File: src/rtl/tomasulo_pkg.sv
// Shared Tomasulo core types: default widths, reservation-station entry layout and entry states.
// Used by the order manager, the ROB and the reservation station.
package tomasulo_pkg;

    localparam int DEF_DATA_W = 32;
    localparam int DEF_TAG_W  = 4;
    localparam int DEF_OP_W   = 6;

    typedef enum logic [1:0] {
        RS_FREE  = 2'd0,
        RS_WAIT  = 2'd1,
        RS_READY = 2'd2
    } rs_state_e;

    typedef struct packed {
        logic                  busy;
        logic [DEF_OP_W-1:0]   op;
        logic [DEF_TAG_W-1:0]  dst;
        logic [DEF_DATA_W-1:0] vj;
        logic [DEF_DATA_W-1:0] vk;
        logic [DEF_TAG_W-1:0]  qj;
        logic [DEF_TAG_W-1:0]  qk;
        logic                  qj_vld;
        logic                  qk_vld;
    } rs_entry_t;

endpackage

File: src/rtl/rs_select.sv
// Lowest-index priority picker: one-hot grant, binary index and any-request flag.
module rs_select #(
    parameter int N     = 4,
    parameter int IDX_W = (N > 1) ? $clog2(N) : 1
) (
    input  logic [N-1:0]     i_req,
    output logic [N-1:0]     o_gnt,
    output logic [IDX_W-1:0] o_idx,
    output logic             o_any
);

    always_comb begin
        o_gnt = '0;
        o_idx = '0;
        o_any = 1'b0;
        // Scan downwards so the lowest requesting index is the last (winning) assignment.
        for (int i = N - 1; i >= 0; i--) begin
            if (i_req[i]) begin
                o_gnt    = '0;
                o_gnt[i] = 1'b1;
                o_idx    = IDX_W'(i);
                o_any    = 1'b1;
            end
        end
    end

endmodule

File: src/rtl/reservation_station.sv
// Tomasulo reservation station: holds renamed ops, snoops the CDB, issues ready ops to one FU.
// Optional macro RS_FLUSH_EN adds a 'flush' input that frees every entry.
module reservation_station
    import tomasulo_pkg::*;
#(
    parameter int NUM_ENTRIES = 4,
    parameter int DATA_W      = DEF_DATA_W,
    parameter int TAG_W       = DEF_TAG_W,
    parameter int OP_W        = DEF_OP_W
) (
    input  logic                   clk,
    input  logic                   rst_n,
`ifdef RS_FLUSH_EN
    input  logic                   flush,
`endif
    input  logic                   disp_valid,
    output logic                   disp_ready,
    input  logic [OP_W-1:0]        disp_op,
    input  logic [TAG_W-1:0]       disp_dst,
    input  logic [DATA_W-1:0]      disp_vj,
    input  logic [TAG_W-1:0]       disp_qj,
    input  logic                   disp_qj_vld,
    input  logic [DATA_W-1:0]      disp_vk,
    input  logic [TAG_W-1:0]       disp_qk,
    input  logic                   disp_qk_vld,
    input  logic                   cdb_valid,
    input  logic [TAG_W-1:0]       cdb_tag,
    input  logic [DATA_W-1:0]      cdb_data,
    output logic                   iss_valid,
    input  logic                   iss_ready,
    output logic [OP_W-1:0]        iss_op,
    output logic [DATA_W-1:0]      iss_vj,
    output logic [DATA_W-1:0]      iss_vk,
    output logic [TAG_W-1:0]       iss_dst,
    output logic [NUM_ENTRIES-1:0] busy,
    output logic                   full
);

    localparam int IDX_W = (NUM_ENTRIES > 1) ? $clog2(NUM_ENTRIES) : 1;

    rs_state_e         r_state  [NUM_ENTRIES];
    logic [OP_W-1:0]   r_op     [NUM_ENTRIES];
    logic [TAG_W-1:0]  r_dst    [NUM_ENTRIES];
    logic [DATA_W-1:0] r_vj     [NUM_ENTRIES];
    logic [DATA_W-1:0] r_vk     [NUM_ENTRIES];
    logic [TAG_W-1:0]  r_qj     [NUM_ENTRIES];
    logic [TAG_W-1:0]  r_qk     [NUM_ENTRIES];
    logic              r_qj_vld [NUM_ENTRIES];
    logic              r_qk_vld [NUM_ENTRIES];
    logic              r_hold;
    logic [IDX_W-1:0]  r_hold_idx;

    logic                   w_flush;
    logic [NUM_ENTRIES-1:0] w_busy;
    logic [NUM_ENTRIES-1:0] w_ready;
    logic [NUM_ENTRIES-1:0] w_j_hit;
    logic [NUM_ENTRIES-1:0] w_k_hit;
    logic [NUM_ENTRIES-1:0] w_alloc_oh;
    logic [IDX_W-1:0]       w_alloc_idx;
    logic                   w_free_any;
    logic [NUM_ENTRIES-1:0] w_rdy_oh;
    logic [IDX_W-1:0]       w_rdy_idx;
    logic                   w_rdy_any;
    logic [NUM_ENTRIES-1:0] w_iss_oh;
    logic [IDX_W-1:0]       w_iss_idx;
    logic                   w_iss_any;
    logic                   w_iss_fire;
    logic                   w_disp_fire;
    logic                   w_dj_hit;
    logic                   w_dk_hit;

`ifdef RS_FLUSH_EN
    assign w_flush = flush;
`else
    assign w_flush = 1'b0;
`endif

    always_comb begin
        w_busy  = '0;
        w_ready = '0;
        w_j_hit = '0;
        w_k_hit = '0;
        for (int i = 0; i < NUM_ENTRIES; i++) begin
            w_busy[i]  = (r_state[i] != RS_FREE);
            w_ready[i] = (r_state[i] == RS_READY);
            w_j_hit[i] = cdb_valid && (r_state[i] == RS_WAIT) && r_qj_vld[i] && (r_qj[i] == cdb_tag);
            w_k_hit[i] = cdb_valid && (r_state[i] == RS_WAIT) && r_qk_vld[i] && (r_qk[i] == cdb_tag);
        end
    end

    rs_select #(.N(NUM_ENTRIES), .IDX_W(IDX_W)) u_alloc_sel (
        .i_req (~w_busy),
        .o_gnt (w_alloc_oh),
        .o_idx (w_alloc_idx),
        .o_any (w_free_any)
    );

    rs_select #(.N(NUM_ENTRIES), .IDX_W(IDX_W)) u_issue_sel (
        .i_req (w_ready),
        .o_gnt (w_rdy_oh),
        .o_idx (w_rdy_idx),
        .o_any (w_rdy_any)
    );

    // A presented-but-stalled entry stays locked so a lower entry waking up cannot displace it.
    assign w_iss_idx = r_hold ? r_hold_idx : w_rdy_idx;
    assign w_iss_oh  = r_hold ? (NUM_ENTRIES'(1) << r_hold_idx) : w_rdy_oh;
    assign w_iss_any = r_hold | w_rdy_any;

    assign busy        = w_busy;
    assign full        = &w_busy;
    assign disp_ready  = ~full;
    assign w_disp_fire = disp_valid && disp_ready && w_free_any && !w_flush;
    assign w_dj_hit    = cdb_valid && disp_qj_vld && (disp_qj == cdb_tag);
    assign w_dk_hit    = cdb_valid && disp_qk_vld && (disp_qk == cdb_tag);

    assign iss_valid  = w_iss_any && !w_flush;
    assign w_iss_fire = iss_valid && iss_ready;
    assign iss_op     = iss_valid ? r_op[w_iss_idx] : '0;
    assign iss_vj     = iss_valid ? r_vj[w_iss_idx] : '0;
    assign iss_vk     = iss_valid ? r_vk[w_iss_idx] : '0;
    assign iss_dst    = iss_valid ? r_dst[w_iss_idx] : '0;

    always_ff @(posedge clk or negedge rst_n) begin
        if (!rst_n) begin
            r_hold     <= 1'b0;
            r_hold_idx <= '0;
            for (int i = 0; i < NUM_ENTRIES; i++) begin
                r_state[i]  <= RS_FREE;
                r_op[i]     <= '0;
                r_dst[i]    <= '0;
                r_vj[i]     <= '0;
                r_vk[i]     <= '0;
                r_qj[i]     <= '0;
                r_qk[i]     <= '0;
                r_qj_vld[i] <= 1'b0;
                r_qk_vld[i] <= 1'b0;
            end
        end else begin
            r_hold     <= iss_valid && !iss_ready;
            r_hold_idx <= w_iss_idx;
            for (int i = 0; i < NUM_ENTRIES; i++) begin
                if (w_flush) begin
                    r_state[i] <= RS_FREE;
                end else if (w_iss_fire && w_iss_oh[i]) begin
                    r_state[i] <= RS_FREE;
                end else if (r_state[i] == RS_WAIT) begin
                    if (w_j_hit[i]) begin
                        r_vj[i]     <= cdb_data;
                        r_qj_vld[i] <= 1'b0;
                    end
                    if (w_k_hit[i]) begin
                        r_vk[i]     <= cdb_data;
                        r_qk_vld[i] <= 1'b0;
                    end
                    if (!(r_qj_vld[i] && !w_j_hit[i]) && !(r_qk_vld[i] && !w_k_hit[i]))
                        r_state[i] <= RS_READY;
                end
            end
            // Allocated entry is FREE, so it never collides with the issue or snoop updates above.
            if (w_disp_fire) begin
                r_op[w_alloc_idx]     <= disp_op;
                r_dst[w_alloc_idx]    <= disp_dst;
                r_qj[w_alloc_idx]     <= disp_qj;
                r_qk[w_alloc_idx]     <= disp_qk;
                r_vj[w_alloc_idx]     <= w_dj_hit ? cdb_data : disp_vj;
                r_vk[w_alloc_idx]     <= w_dk_hit ? cdb_data : disp_vk;
                r_qj_vld[w_alloc_idx] <= disp_qj_vld && !w_dj_hit;
                r_qk_vld[w_alloc_idx] <= disp_qk_vld && !w_dk_hit;
                r_state[w_alloc_idx]  <= ((disp_qj_vld && !w_dj_hit) || (disp_qk_vld && !w_dk_hit))
                                         ? RS_WAIT : RS_READY;
            end
        end
    end

endmodule

File: config.mk
export PLATFORM = sky130hd
export DESIGN_NAME = reservation_station
export DESIGN_NICKNAME = d
export VERILOG_FILES = /design/src/rtl/tomasulo_pkg.sv /design/src/rtl/rs_select.sv /design/src/rtl/reservation_station.sv
export SDC_FILE = /design/constraint.sdc
export NUM_CORES = 1
export LEC_CHECK = 0
export BUFFER_PORTS_ARGS = -buffer_cell sky130_fd_sc_hd__buf_2
export CORE_MARGIN = 4
export CORE_UTILIZATION = 36
export DETAILED_ROUTE_END_ITERATION = 10
export SLEW_MARGIN = 10
export SYNTH_ARGS = -nofsm -noshare
export SYNTH_HDL_FRONTEND = slang
export SYNTH_SLANG_ARGS = --single-unit
File: constraint.sdc
create_clock -name clk -period 2.6 [get_ports clk]
set_input_delay 0.52 -clock clk [delete_from_list [all_inputs] [get_ports clk]]
set_output_delay 0.52 -clock clk [all_outputs]
set_load 0.01 [all_outputs]
# Yosys cells after proc, flatten, opt, wreduce, memory -nomap -nowiden
# Index checks and enable logic that the tools add are counted.
[totals] in_bits=125 register_bits=347 output_inout_bits=81
[classes] shifts=1 n_lt_le_gt_ge=3 eq_ne=18 n_reduce_logical=72 n_bitwise=5 muxes=125
[ops] operator="2-to-1 mux 32 bit" count=33
[ops] operator="bitwise mux 128 bit" count=2
[ops] operator="2-to-1 mux 128 bit" count=2
[ops] operator="binary-select mux 32 bit (select 2 bit)" count=2
[ops] operator="demux 32 bit (select 2 bit)" count=1
[ops] operator="bitwise mux 16 bit" count=3
[ops] operator="logical AND 1 bit" count=47
[ops] operator="2-to-1 mux 2 bit" count=23
[ops] operator="2-to-1 mux 4 bit" count=11
[ops] operator="== test 4 bit" count=10
[ops] operator="2-to-1 mux 1 bit" count=33
[ops] operator="bitwise mux 24 bit" count=1
[ops] operator="2-to-1 mux 6 bit" count=4
[ops] operator="logical NOT 1 bit" count=19
[ops] operator="binary-select mux 6 bit (select 2 bit)" count=1
[ops] operator="demux 6 bit (select 2 bit)" count=1
[ops] operator="binary-select mux 4 bit (select 2 bit)" count=1
[ops] operator="bitwise mux 4 bit" count=2
[ops] operator="bitwise mux 8 bit" count=1
[ops] operator="demux 4 bit (select 2 bit)" count=1
[ops] operator="== test 2 x 1 -> 1 bit (second input constant)" count=4
[ops] operator="== test 2 bit (second input constant)" count=4
[ops] operator="2-to-1 mux 8 bit" count=1
[ops] operator="nonzero test 2 bit" count=4
[ops] operator="other kinds (11)" count=13

# Logic depth before layout (Yosys ltp)
[depth] ltp_word=13 depth_mapped=9

# Modules after synthesis
# Synthesis repeated with hierarchy kept, for this count alone.
[unflattened] cells_unflattened=1738 area_unflattened_um2=18511.5
[modules_own_cells] mod="reservation_station" n_inst=1 area_per_inst_um2=18388.9 cells_each=1716
[modules_own_cells] mod="rs_select" n_inst=2 area_per_inst_um2=61.3 cells_each=11

# Worst setup path after synthesis
# Ideal clock, no wire load.
[synth_path] kind="reg2out" startpoint="register r_state[7] in the netlist's numbering" endpoint="output iss_dst[0]" arrival_time_ns=1.649 path_stages_with_launch=9 slack_ns=0.431 required_time_ns=2.080 path_cell_list="dfrtp_1 > nor2b_1 > nor2_1 > a21boi_1 > buf_2 > buf_4 > buf_4 > mux2i_1 > o22ai_1"
[synth_between] elab_chain_len=8 word_cells_on_any_way=10 classes_between="1 x eq/ne; 7 x mux; 2 x bitwise"
[synth_lines] item="start: declaration" line_no="reservation_station.sv:41" text="rs_state_e r_state [NUM_ENTRIES];"
[synth_lines] item="start signal: indexed assignment" line_no="reservation_station.sv:170" text="r_state[w_alloc_idx] <= ((disp_qj_vld && !w_dj_hit) || (disp_qk_vld && !w_dk_hit))"
[synth_lines] item="== test 2 bit (*)" line_no="reservation_station.sv:85" text="w_ready[i] = (r_state[i] == RS_READY);"
[synth_lines] item="2-to-1 mux 2 bit" line_no="rs_select.sv:18" text="if (i_req[i]) begin"
[synth_lines] item="2-to-1 mux 2 bit" line_no="reservation_station.sv:106" text="assign w_iss_idx = r_hold ? r_hold_idx : w_rdy_idx;"
[synth_lines] item="NOT 2 -> 3 bit (implied by the code)" line_no="reservation_station.sv:122" text="assign iss_dst = iss_valid ? r_dst[w_iss_idx] : '0;"
[synth_lines] item="binary-select mux 4 bit (select 2 bit)" line_no="reservation_station.sv:122"
[synth_lines] item="2-to-1 mux 4 bit (implied by the code) (2 in series)" line_no="reservation_station.sv:122"
[synth_lines] item="2-to-1 mux 4 bit (*)" line_no="reservation_station.sv:122"
[synth_lines] item="end: declaration" line_no="reservation_station.sv:34" text="output logic [TAG_W-1:0] iss_dst,"
# Every way passes the cells marked *; elsewhere a longest branch is shown, timed or not. The select of a mux whose other input is x is not followed.

# Final worst setup path
[layout_path] startpoint="register r_state[2] in the netlist's numbering" endpoint="output iss_vj[26]"
[layout_between] elab_chain_len=10 word_cells_on_any_way=14 classes_between="1 x eq/ne; 11 x mux; 2 x bitwise"
[layout_lines] item="== test 2 bit (*)" line_no="reservation_station.sv:85"
[layout_lines] item="2-to-1 mux 2 bit (3 in series)" line_no="rs_select.sv:18"
[layout_lines] item="2-to-1 mux 2 bit" line_no="reservation_station.sv:106"
[layout_lines] item="NOT 2 -> 3 bit (implied by the code)" line_no="reservation_station.sv:120" text="assign iss_vj = iss_valid ? r_vj[w_iss_idx] : '0;"
[layout_lines] item="binary-select mux 32 bit (select 2 bit)" line_no="reservation_station.sv:120"
[layout_lines] item="2-to-1 mux 32 bit (implied by the code) (2 in series)" line_no="reservation_station.sv:120"
[layout_lines] item="2-to-1 mux 32 bit (*)" line_no="reservation_station.sv:120"
[layout_lines] item="end: declaration" line_no="reservation_station.sv:32" text="output logic [DATA_W-1:0] iss_vj,"
# Marked as above.

==> summary.md <==
| Metric | Value |
|---|---|
| Status | `complete, but fails checks` |
| Failing checks | `setup timing` |
| Largest stage delay, worst path | `0.43 ns` |
| Sequential share of power | `27.6%` |
| Final period util | `115%` |
| Cell row count | `just over 80` |
| Fin area | `23500 µm²` |
| Most used cell, CP | `buf_6` |
| Total track usage | `25.3%` |
| Initial antenna violation count | `10` |
| PwrDens | `around 1500 nW/µm²` |
| Crit. End Element | `output port` |
| Max Root-Sink Buffers | `3` |
| Vias in the first global route | `16400` |
| Register area share after synthesis | `48.9%` |
| Switch Pwr | `0.0143 W` |
| Largest net degree at the start of global routing | `74` |
| Slew margin rel. | `46.7%` |
| Die span in x | `230 µm` |
| CP Cell Sequence | `nor2b_4 -> o21ai_4 -> a21boi_4 -> buf_6 -> buf_12 -> buf_16 -> mux2i_4 -> o22ai_4 -> buf_6` |
| Reg area | `8680 µm²` |
| Initial core utilization | `between 30% and 40%` |
| Setup violations, final | `74` |
| Worst VDD drop | `approximately 0.75 mV` |
| Tightest Hold Check Type | `input port to flip-flop` |
| CTS Root Cell | `clkbuf_16` |
| Max cap viols | `0` |
| Final worst setup slack | `-0.381 ns` |
| Final Hold Fails | `0` |
| Drc violations | `0` |
| Pleak | `slightly above 10 nW` |
| # clock sinks | `347` |
| Area contributors post-synth | `dfrtp_1 49%, mux2i_1 8.3%, o221a_1 7.0%` |
| EDFF count, synth | `0` |
| CTS tree | `yes` |
| Global route overflow | `0` |
| Async S/R FF share, synth | `100%` |
| R2r setup slk | `~0.15 ns` |
| Switching share of total power | `39.6%` |
| Routed len/inst | `26.5 µm` |
| # placed instances | `around 2500` |
| # IOs | `206` |
| Mapped cell area | `17800 µm²` |
| Final Non-Filler Cells | `2641` |
| Initial DRC Count | `1671` |
| Worst EP arrival | `2.46 ns` |
| Power share of the clock group | `16.4%` |
| CP required | `2.08 ns` |
| First-pass GRT wire length | `between 100 and 150 mm` |
| Post-route ant nets | `0` |
| Slowest CP cell | `dfrtp_1` |
| Crit-path max FO | `7` |
| Number of synthesized register bits | `about 350` |
| Ys Warns | `0` |
| Total Wirelength | `roughly 70 mm` |
| H-tree Lvls | `2` |
| Die area | `53000 µm²` |
| Placed inst area | `20100 µm²` |
| Synthesized instance count | `roughly 1700` |
| Yosys cell types | `~70` |
| Crit path time final | `2.98 ns` |
| Avg Cell Area, Syn | `10.5 µm²` |
| Multi-input gate area | `9090 µm²` |
| DR pass1 iterations | `9` |
| F_max | `335 MHz` |
| Design Power | `about 0.036 W` |
| Routed vias/inst | `6.08` |
| Comb power frac | `56.0%` |
| Synth top cells by count | `347 x dfrtp_1, 207 x nand2_1, 148 x mux2i_1, 114 x o22ai_1, 112 x inv_1` |
| Share of cells above drive strength 1 | `31.2%` |
| Die Ht | `230 µm` |
| Buffers and inverters on the worst path | `4` |
| Most common cell in the netlist | `dfrtp_1` |
| Synth top area share | `48.9%` |
| Synth area leader | `dfrtp_1` |
| Clock latency on the worst-skew pair | `0.57 ns` |
| CP Class | `flip-flop to output port` |
| IO Port Bufs | `205` |
| Syn nets | `between 1500 and 2000` |
| P&R area growth vs syn | `32.3%` |
| Vias | `16100` |
| Routability congestion estimate | `0.859` |
| CP Launch Type | `flip-flop` |
| Worst-path clk slew | `0.07 ns` |
| Worst-Margin Slew | `0.797 ns` |
| Final count of pins violating max slew | `0` |
| Synth Flop Type | `dfrtp_1` |
| Core ar. | `48800 µm²` |
| Worst Clk Skew | `about 0.033 ns` |
| CTS Buf Count | `41` |
| RSZ-0062 raised after global routing | `true` |
| Nets | `around 2100` |
| Min Hold Slack | `0.211 ns` |
| Internal power | `0.0217 W` |
| FILL cells | `4485` |
| Hpwl dp | `41.1 mm` |
| Family with the most delay on the worst path | `buffers and inverters` |
## state kept, by name, indices dropped and copies added, names as in the netlist
name and flops:
r_dst 16, r_hold 1, r_hold_idx 2, r_op 24, r_qj 16, r_qj_vld 4
r_qk 16, r_qk_vld 4, r_state 8, r_vj 128, r_vk 128
## metal layers
layer | track usage [%] | up-vias | wire, µm
met5 | 0 | - | 96
met2 | 41.7 | 891 | 33700
met3 | 5.79 | 135 | 6090
met4 | 7.56 | 14 | 1730
li1 | - | 6875 | -
met1 | 33.5 | 8151 | 28300
## power groups by stage
stage                     sequential (W)  clock, W  combinational, W
after floorplan                  0.00917         0           0.00953
final                            0.00994   0.00591            0.0201
after detailed placement         0.00956         0            0.0147
after CTS                        0.00971   0.00599            0.0195
after global placement           0.00945         0            0.0145
after global routing              0.0102   0.00624            0.0213
## area by class of cell
cell class / instances / area share, %
Multi-Input combinational cell: 1091 / 38.6
Sequential cell: 347 / 36.9
Timing Repair Buffer: 347 / 13.2
Clock buffer: 61 / 5.16
Tap cell: 664 / 3.53
Inverter: 114 / 1.82
Clock inverter: 14 / 0.670
Antenna cell: 3 / 0.0319
## repair_timing
action / 4_1_cts / 5_1_grt
pin swaps: 22 / 24
hold buffers: 1 / 0
setup endpoints to repair: 75 / 108
gates resized for setup: 193 / 56
buffers inserted: 25 / 2
endpoints found under the hold margin: 49 / 0
cloned: 21 / 3
## logic make-up (layout without fill, tap and decap cells)
| kind of cell | after synthesis | after routing | synth area share [%] |
|---|---|---|---|
| AO/OA/AOI/OAI | 493 | 494 | 23.0 |
| AND/OR/NAND/NOR | 410 | 411 | 11.2 |
| flip-flops | 347 | 347 | 48.9 |
| buffers and inverters | 263 | 536 | 6.70 |
| multiplexers | 149 | 149 | 8.40 |
| XOR/XNOR | 37 | 37 | 1.87 |
| other | 0 | 3 | 0 |
## layout by cell type (no fill, tap or decap), drive strengths merged, types with 9 or more instances in the layout
cell	instances
buf	343
a21oi	68
o32a	32
o32ai	34
o22ai	114
dfrtp	347
o21ai	22
o221a	129
nor2	15
clkbuf	63
nor3	9
xnor2	32
nand2	207
inv	116
a222oi	32
or3	36
nand3	75
o21a	34
or2	37
mux2i	148
## stage by stage
stage	setup TNS (ns)	util, %	worst slack [ns]
after floorplan	0	-	0.431
after global placement	-0.0447	41.2	-0.0341
after detailed placement	-0.0199	41.2	-0.0144
after CTS	-20.60	47.7	-0.324
after global routing	-27.71	48.1	-0.430
final	-23.79	48.1	-0.381
## worst min-delay path, delay by kind of cell
kind / cells / cell delay, ns
buffers and inverters: 1 / 0.11
AND/OR/NAND/NOR: 2 / 0.10
## worst paths after layout
kind                              from         end  depth (start not counted)
hold / removal             disp_dst[3]   r_dst[11]                          3
setup / recovery            r_state[2]  iss_vj[26]                          9
setup reg to reg            r_state[5]    r_vj[38]                          7
hold reg to reg               r_dst[1]    r_dst[1]                          2
max in group asynchronous        rst_n    r_dst[5]                          3
min in group asynchronous        rst_n    r_vj[70]                          2
(Power assumes the default switching activity.)
